[src/rtl/pkt_rx_pkg.sv]
// Shared types and header field layout for the egress packet receiver.
package pkt_rx_pkg;

    typedef enum logic [1:0] {
        IDLE = 2'd0,
        RECV = 2'd1,
        DROP = 2'd2
    } rx_state_t;

    localparam int DST_MSB = 31;
    localparam int DST_LSB = 24;
    localparam int SRC_MSB = 23;
    localparam int SRC_LSB = 16;
    localparam int LEN_MSB = 15;
    localparam int LEN_LSB = 0;

    typedef struct packed {
        logic [7:0]  dst;
        logic [7:0]  src;
        logic [15:0] len;
    } pkt_hdr_t;

endpackage

[src/rtl/pkt_rx_buf.sv]
// Store-and-forward word buffer: speculative write pointer, commit pointer
// and show-ahead read port. Uncommitted words are invisible to the reader.
module pkt_rx_buf #(
    parameter int DEPTH = 64
) (
    input  logic        clk,
    input  logic        rst,
    input  logic        wr_en,
    input  logic [33:0] wr_word,
    input  logic        commit,
    input  logic        rewind,
    input  logic        rd_ready,
    output logic        full,
    output logic        full_cm,
    output logic        rd_valid,
    output logic [33:0] rd_word
);

    localparam int AW = $clog2(DEPTH);
    localparam int PW = AW + 1;
    localparam logic [PW-1:0] DEPTH_P = PW'(DEPTH);

    logic [33:0]   mem [DEPTH];
    logic [PW-1:0] wr_ptr;
    logic [PW-1:0] cm_ptr;
    logic [PW-1:0] rd_ptr;
    logic [PW-1:0] wr_base;

    // A rewind in the same cycle as a write restarts the packet at the commit point.
    assign wr_base  = rewind ? cm_ptr : wr_ptr;
    assign full     = (wr_ptr - rd_ptr) == DEPTH_P;
    assign full_cm  = (cm_ptr - rd_ptr) == DEPTH_P;
    assign rd_valid = cm_ptr != rd_ptr;
    assign rd_word  = rd_valid ? mem[rd_ptr[AW-1:0]] : 34'd0;

    // Pointer update: write, commit/rewind and read advance.
    always_ff @(posedge clk) begin
        if (rst) begin
            wr_ptr <= '0;
            cm_ptr <= '0;
            rd_ptr <= '0;
        end else begin
            if (rewind || wr_en) begin
                wr_ptr <= wr_base + PW'(wr_en);
            end
            if (commit) begin
                cm_ptr <= wr_base + PW'(1);
            end
            if (rd_valid && rd_ready) begin
                rd_ptr <= rd_ptr + PW'(1);
            end
        end
    end

    // Storage array; contents need no reset because reads are gated by rd_valid.
    always_ff @(posedge clk) begin
        if (wr_en) begin
            mem[wr_base[AW-1:0]] <= wr_word;
        end
    end

endmodule

[src/rtl/pkt_rx_port.sv]
// Egress packet receiver: validates framing/header, buffers good packets whole,
// streams them out over valid/ready and keeps receive statistics.
module pkt_rx_port
    import pkt_rx_pkg::*;
#(
    parameter int          DEPTH     = 64,
    parameter logic [7:0]  PORT_ADDR = 8'h00,
    parameter int          CNT_W     = 16
) (
    input  logic             clk,
    input  logic             rst,
    input  logic [31:0]      inData,
    input  logic             inSop,
    input  logic             inEop,
    output logic [31:0]      rdData,
    output logic             rdSop,
    output logic             rdEop,
    output logic             rdValid,
    input  logic             rdReady,
    output logic [CNT_W-1:0] pktCount,
    output logic [CNT_W-1:0] errCount,
    output logic [CNT_W-1:0] dropCount
);

    rx_state_t   state;
    rx_state_t   nxt;
    logic [15:0] remaining;
    logic [7:0]  hdr_dst;
    logic [15:0] hdr_len;
    logic        len_bad;
    logic        take_sop;
    logic        wr_en;
    logic        commit;
    logic        rewind;
    logic        full;
    logic        full_cm;
    logic        inc_pkt;
    logic        inc_err;
    logic        inc_drop;
    logic        rem_load;
    logic        rem_dec;
    logic [33:0] rd_word;

    assign hdr_dst = inData[DST_MSB:DST_LSB];
    assign hdr_len = inData[LEN_MSB:LEN_LSB];
    assign len_bad = (hdr_len == 16'd0) || ((32'(hdr_len) + 32'd1) > 32'(DEPTH));

    // Next-state and buffer-control decode for the receive FSM.
    always_comb begin
        nxt      = state;
        take_sop = 1'b0;
        wr_en    = 1'b0;
        commit   = 1'b0;
        rewind   = 1'b0;
        inc_pkt  = 1'b0;
        inc_err  = 1'b0;
        inc_drop = 1'b0;
        rem_load = 1'b0;
        rem_dec  = 1'b0;
        case (state)
            IDLE: begin
                take_sop = inSop;
                if (!inSop && inEop) begin
                    inc_err = 1'b1;
                end else begin
                    inc_err = 1'b0;
                end
            end
            RECV: begin
                if (inSop) begin
                    inc_err  = 1'b1;
                    rewind   = 1'b1;
                    take_sop = 1'b1;
                end else if (full) begin
                    rewind   = 1'b1;
                    inc_drop = 1'b1;
                    nxt      = inEop ? IDLE : DROP;
                end else if (inEop) begin
                    if (remaining == 16'd1) begin
                        wr_en   = 1'b1;
                        commit  = 1'b1;
                        inc_pkt = 1'b1;
                    end else begin
                        rewind  = 1'b1;
                        inc_err = 1'b1;
                    end
                    nxt = IDLE;
                end else if (remaining == 16'd1) begin
                    // Header length already satisfied but no eop: overlong packet.
                    inc_err = 1'b1;
                    rewind  = 1'b1;
                    nxt     = DROP;
                end else begin
                    wr_en   = 1'b1;
                    rem_dec = 1'b1;
                end
            end
            DROP: begin
                if (inSop) begin
                    take_sop = 1'b1;
                end else if (inEop) begin
                    nxt = IDLE;
                end else begin
                    nxt = DROP;
                end
            end
            default: begin
                nxt = IDLE;
            end
        endcase

        // Header handling shared by IDLE, DROP and a restart inside RECV.
        if (take_sop) begin
            if (inEop) begin
                inc_err = 1'b1;
                nxt     = IDLE;
            end else if (hdr_dst != PORT_ADDR) begin
                inc_drop = 1'b1;
                nxt      = DROP;
            end else if (len_bad) begin
                inc_err = 1'b1;
                nxt     = DROP;
            end else if (full_cm) begin
                inc_drop = 1'b1;
                nxt      = DROP;
            end else begin
                wr_en    = 1'b1;
                rem_load = 1'b1;
                nxt      = RECV;
            end
        end else begin
            rem_load = 1'b0;
        end
    end

    // FSM state, remaining-word count and statistics counters.
    always_ff @(posedge clk) begin
        if (rst) begin
            state     <= IDLE;
            remaining <= 16'd0;
            pktCount  <= '0;
            errCount  <= '0;
            dropCount <= '0;
        end else begin
            state <= nxt;
            if (rem_load) begin
                remaining <= hdr_len;
            end else if (rem_dec) begin
                remaining <= remaining - 16'd1;
            end
            if (inc_pkt) begin
                pktCount <= pktCount + CNT_W'(1);
            end
            if (inc_err) begin
                errCount <= errCount + CNT_W'(1);
            end
            if (inc_drop) begin
                dropCount <= dropCount + CNT_W'(1);
            end
        end
    end

    pkt_rx_buf #(
        .DEPTH(DEPTH)
    ) u_buf (
        .clk     (clk),
        .rst     (rst),
        .wr_en   (wr_en),
        .wr_word ({inSop, inEop, inData}),
        .commit  (commit),
        .rewind  (rewind),
        .rd_ready(rdReady),
        .full    (full),
        .full_cm (full_cm),
        .rd_valid(rdValid),
        .rd_word (rd_word)
    );

    assign {rdSop, rdEop, rdData} = rd_word;

endmodule

[config.mk]
export PLATFORM = sky130hd
export DESIGN_NAME = pkt_rx_port
export DESIGN_NICKNAME = d
export VERILOG_FILES = /design/src/rtl/pkt_rx_pkg.sv /design/src/rtl/pkt_rx_buf.sv /design/src/rtl/pkt_rx_port.sv
export SDC_FILE = /design/constraint.sdc
export NUM_CORES = 2
export LEC_CHECK = 0
export CAP_MARGIN = 30
export CORE_ASPECT_RATIO = 1.25
export CORE_MARGIN = 3
export CORE_UTILIZATION = 60
export DETAILED_ROUTE_END_ITERATION = 12
export GPL_TIMING_DRIVEN = 0
export PLACE_DENSITY = 0.77
export SLEW_MARGIN = 20
export SYNTH_ARGS = -nofsm -noshare
export SYNTH_HDL_FRONTEND = slang
export SYNTH_SLANG_ARGS = --single-unit
[constraint.sdc]
create_clock -name clk -period 9.2 [get_ports clk]
set_input_delay 2.3 -clock clk [delete_from_list [all_inputs] [get_ports clk]]
set_output_delay 2.3 -clock clk [all_outputs]
set_load 0.1 [all_outputs]
==> results.py <==
metrics = {
    "synth": {
        "synthFlopType": "edfxtp_1",
        "synth_area_um2": 88200,
        "ys_types": 70,
        "syn_inst": 3898,
        "ys_warn_count": 0,
        "synth.ff_latch_count": 2269,
        "synth.net_count": 3962,
        "ys_async_sr_fraction_pct": 0,
        "syn_avg_cell_area_um2": 22.6,
        "ys_seq_area_share_pct": 76.2,
        "synth_edf_count": 2176,
    },
    "routing": {
        "avgRoutedWirePerCell_um": 41.8,
        "drcViolationCount": 0,
        "ant_nets": 0,
        "dr.pass1.iters": 6,
        "routed_via_density": 7.52,
        "drt_iter0_drc": 8245,
        "vias": 48800,
        "wirelength_um": 271000,
    },
    "placement": {
        "detailed_place_hpwl_um": 159000,
        "dp_slack_ns": 1.52,
        "gp_congestion": 0.873,
        "io_buffers": 119,
    },
    "sta": {
        "tightest_slew_ns": 1.15,
        "fin_worst_skew_ns": 0.0327,
        "rsz0062_at_grt": "no",
        "slew_headroom_pct": 23.3,
        "final_critical_path_setup_slack_ns": 0.135,
        "fin_crit_sh_pct": 98.5,
        "final-setup-viol-count": 0,
        "finalHoldViolCount": 0,
        "fmax_mhz": 110,
        "drv_slew": 0,
        "period_minus_slack_ns": 9.06,
        "tns_ns": 0,
        "worst_hold_slack_ns": 0.462,
    },
    "layout": {
        "layout_common_cells": "edfxtp_1 (2176), mux4_2 (696), clkbuf_16 (201), clkbuf_1 (155), nor2_1 (125)",
        "syn_to_final_growth_pct": 16.1,
        "mostFrequentLayoutCell": "edfxtp_1",
        "nets": 4492,
        "drive_above_1_share_pct": 30.0,
        "fin_util_pct": 70.5,
    },
    "worst_hold_path": {
        "min_to": "remaining[14]",
        "hold_path_depth": 1,
        "hp-class": "reg2reg",
        "hold_start": "remaining[14]",
    },
    "setup_path": {
        "r2r_cells": 11,
        "critical_path_required_ns": 6.90,
        "reg2reg_slack_ns": 3.51,
        "worstSetupPathType": "reg2out",
        "r2r_end": "u_buf.mem[37][17]",
        "r2r-start": "u_buf.wr_ptr[0]",
        "cp-start-kind": "register",
        "cp.arrival_ns": 6.76,
        "worst-path-max-fanout": 10,
        "worst_setup_path_end_kind": "primary output",
    },
    "floorplan": {
        "die-area_um2": 152000,
        "coreArea_um2": 145000,
        "fp.dieH_um": 435,
        "io_pins": 120,
        "die_w_um": 349,
        "start_util_pct": 60.7,
        "std_cell_rows": 156,
    },
    "cts": {
        "cts_resized": 0,
        "clockBufferDepth": 3,
        "h-tree-depth": 4,
        "clkTransAtPathRegs_ns": 0.06,
        "cts_setup_buffers": 0,
        "cts_hold_buf": 0,
        "numCtsBuffers": 196,
        "tritoncts": "yes",
        "numClockSinks": 2269,
        "clkLatencyLatePin_ns": 0.86,
        "cts_root_buf": "clkbuf_16",
    },
    "power": {
        "powerDensity_nw_per_um2": 192,
        "p_seq_share_pct": 57.4,
        "pwr-share-clk_pct": 41.3,
        "power.switching_w": 0.00400,
        "power_leakage_nw": 30.8,
        "total_power_w": 0.0197,
        "p_comb_share_pct": 1.3,
        "power_switching_share_pct": 20.3,
        "ir_drop_uv": 160,
        "power.internal_w": 0.0157,
    },
    "global_route": {
        "track_usage_pct": 36.5,
        "grt_pass1_wl_um": 378000,
        "grt_start_max_net_pins": 72,
        "overflow": 0,
        "grt_pass1_vias": 48500,
        "antenna_found_initial": 18,
    },
    "run": {
        "timing.max_cap.violations": 0,
    },
    "status": {
        "status": "complete, no violations",
    },
}
[synthesized netlist by cell type (3+ instances only)]
cell type     n  area, um^2
edfxtp_1   2176       65300
mux4_2      696       15700
nor2_1      185         694
clkbuf_1    135         507
dfxtp_1      93        1860
a21oi_1      61         305
nand2_1      48         180
buf_1        41         154
nand3_1      31         155
nand4_1      31         194
ha_1         27         338
inv_1        27         101
mux2i_1      27         270
xnor2_1      27         236
xor2_1       24         210
and2_1       23         144
mux2_2       23         259
nor3_1       23         115
o21ai_0      18        90.1
or4_1        16         120
buf_2        15        75.1
nor4_1       15        93.8
nor2b_1      12        75.1
a211oi_1     11        82.6
and3_1       10        62.6
o31ai_1       9        67.6
or3_1         9        56.3
a41oi_1       6        52.6
nand2b_1      6        37.5
nand3b_1      6        45.0
a31oi_1       5        31.3
o211ai_1      5        37.5
or2_2         5        31.3
a21o_1        4        30.0
nor4b_1       4        35.0
a22o_1        3        26.3
nor3b_1       3        22.5
[worst max-delay path, stage by stage, from the launching register on]
cell and delay, ns:
dfxtp_1 0.46, clkbuf_2 0.63, clkbuf_1 0.87, clkbuf_1 0.80, buf_1 0.82, mux2i_1 0.21, nor2_1 0.44, a21oi_1 0.12
nor2_1 0.35, clkdlybuf4s50_1 1.21
[flip-flops by register name, indices dropped and copies added, names as in the netlist, named ones only]
name,cells
u_buf.wr_ptr,7
dropCount,16
u_buf.cm_ptr,7
pktCount,16
state,2
u_buf.mem,2176
remaining,16
errCount,16
u_buf.rd_ptr,7
[final cells by class]
class | count | area [um^2]
Sequential cell | 2269 | 67200
Fill cell | 7851 | 42800
Multi-Input combinational cell | 1406 | 20600
Clock buffer | 240 | 5230
Timing Repair Buffer | 332 | 5160
Tap cell | 1896 | 2370
Clock inverter | 115 | 893
Buffer | 194 | 807
Inverter | 29 | 109
Antenna cell | 8 | 20.0
[logic make-up after synthesis]
kind of cell    Yosys count  synth area share, %
flops                  2269                 76.2
mux                     747                 18.4
simple gates            442                 2.49
buf+inv                 223                0.999
compound gates          139                 1.02
xor+xnor                 51                0.507
fa+ha+maj                27                0.383
[power groups by stage]
stage	Clock [W]	Sequential [W]	Combinational [W]
final	0.00813	0.0113	0.000253
after global routing	0.00847	0.0113	0.000265
after CTS	0.00813	0.0113	0.000245
after detailed placement	0	0.0115	0.000241
after global placement	0	0.0116	0.000203
after floorplan	0	0.0115	0.0000191
[per-layer routing]
layer | GRT usage (%) | vias up | wire length [um]
li1 | - | 17600 | -
met3 | 9.92 | 1093 | 37200
met5 | 0 | - | 68
met1 | 46.7 | 24800 | 84900
met4 | 20.4 | 10 | 18800
met2 | 57.5 | 5213 | 130000
[how the worst max path moves through the flow]
stage	start	to	slack (ns)
after floorplan	inData[6]	u_buf.mem[63][0]	1.45
after global placement	inData[11]	u_buf.mem[63][28]	-5.30
after detailed placement	register	rdData[1]	1.52
after CTS	register	rdData[2]	0.43
after global routing	register	rdData[1]	0.27
final	register	rdData[2]	0.14
[through the flow]
stage | instance area (um^2) | instances
after floorplan | 88200 | 3898
after global placement | 91700 | 5913
after detailed placement | 96000 | 6105
after CTS | 102000 | 6460
after global routing | 102000 | 6485
final | 102000 | 6489
(Power assumes the default switching activity.)
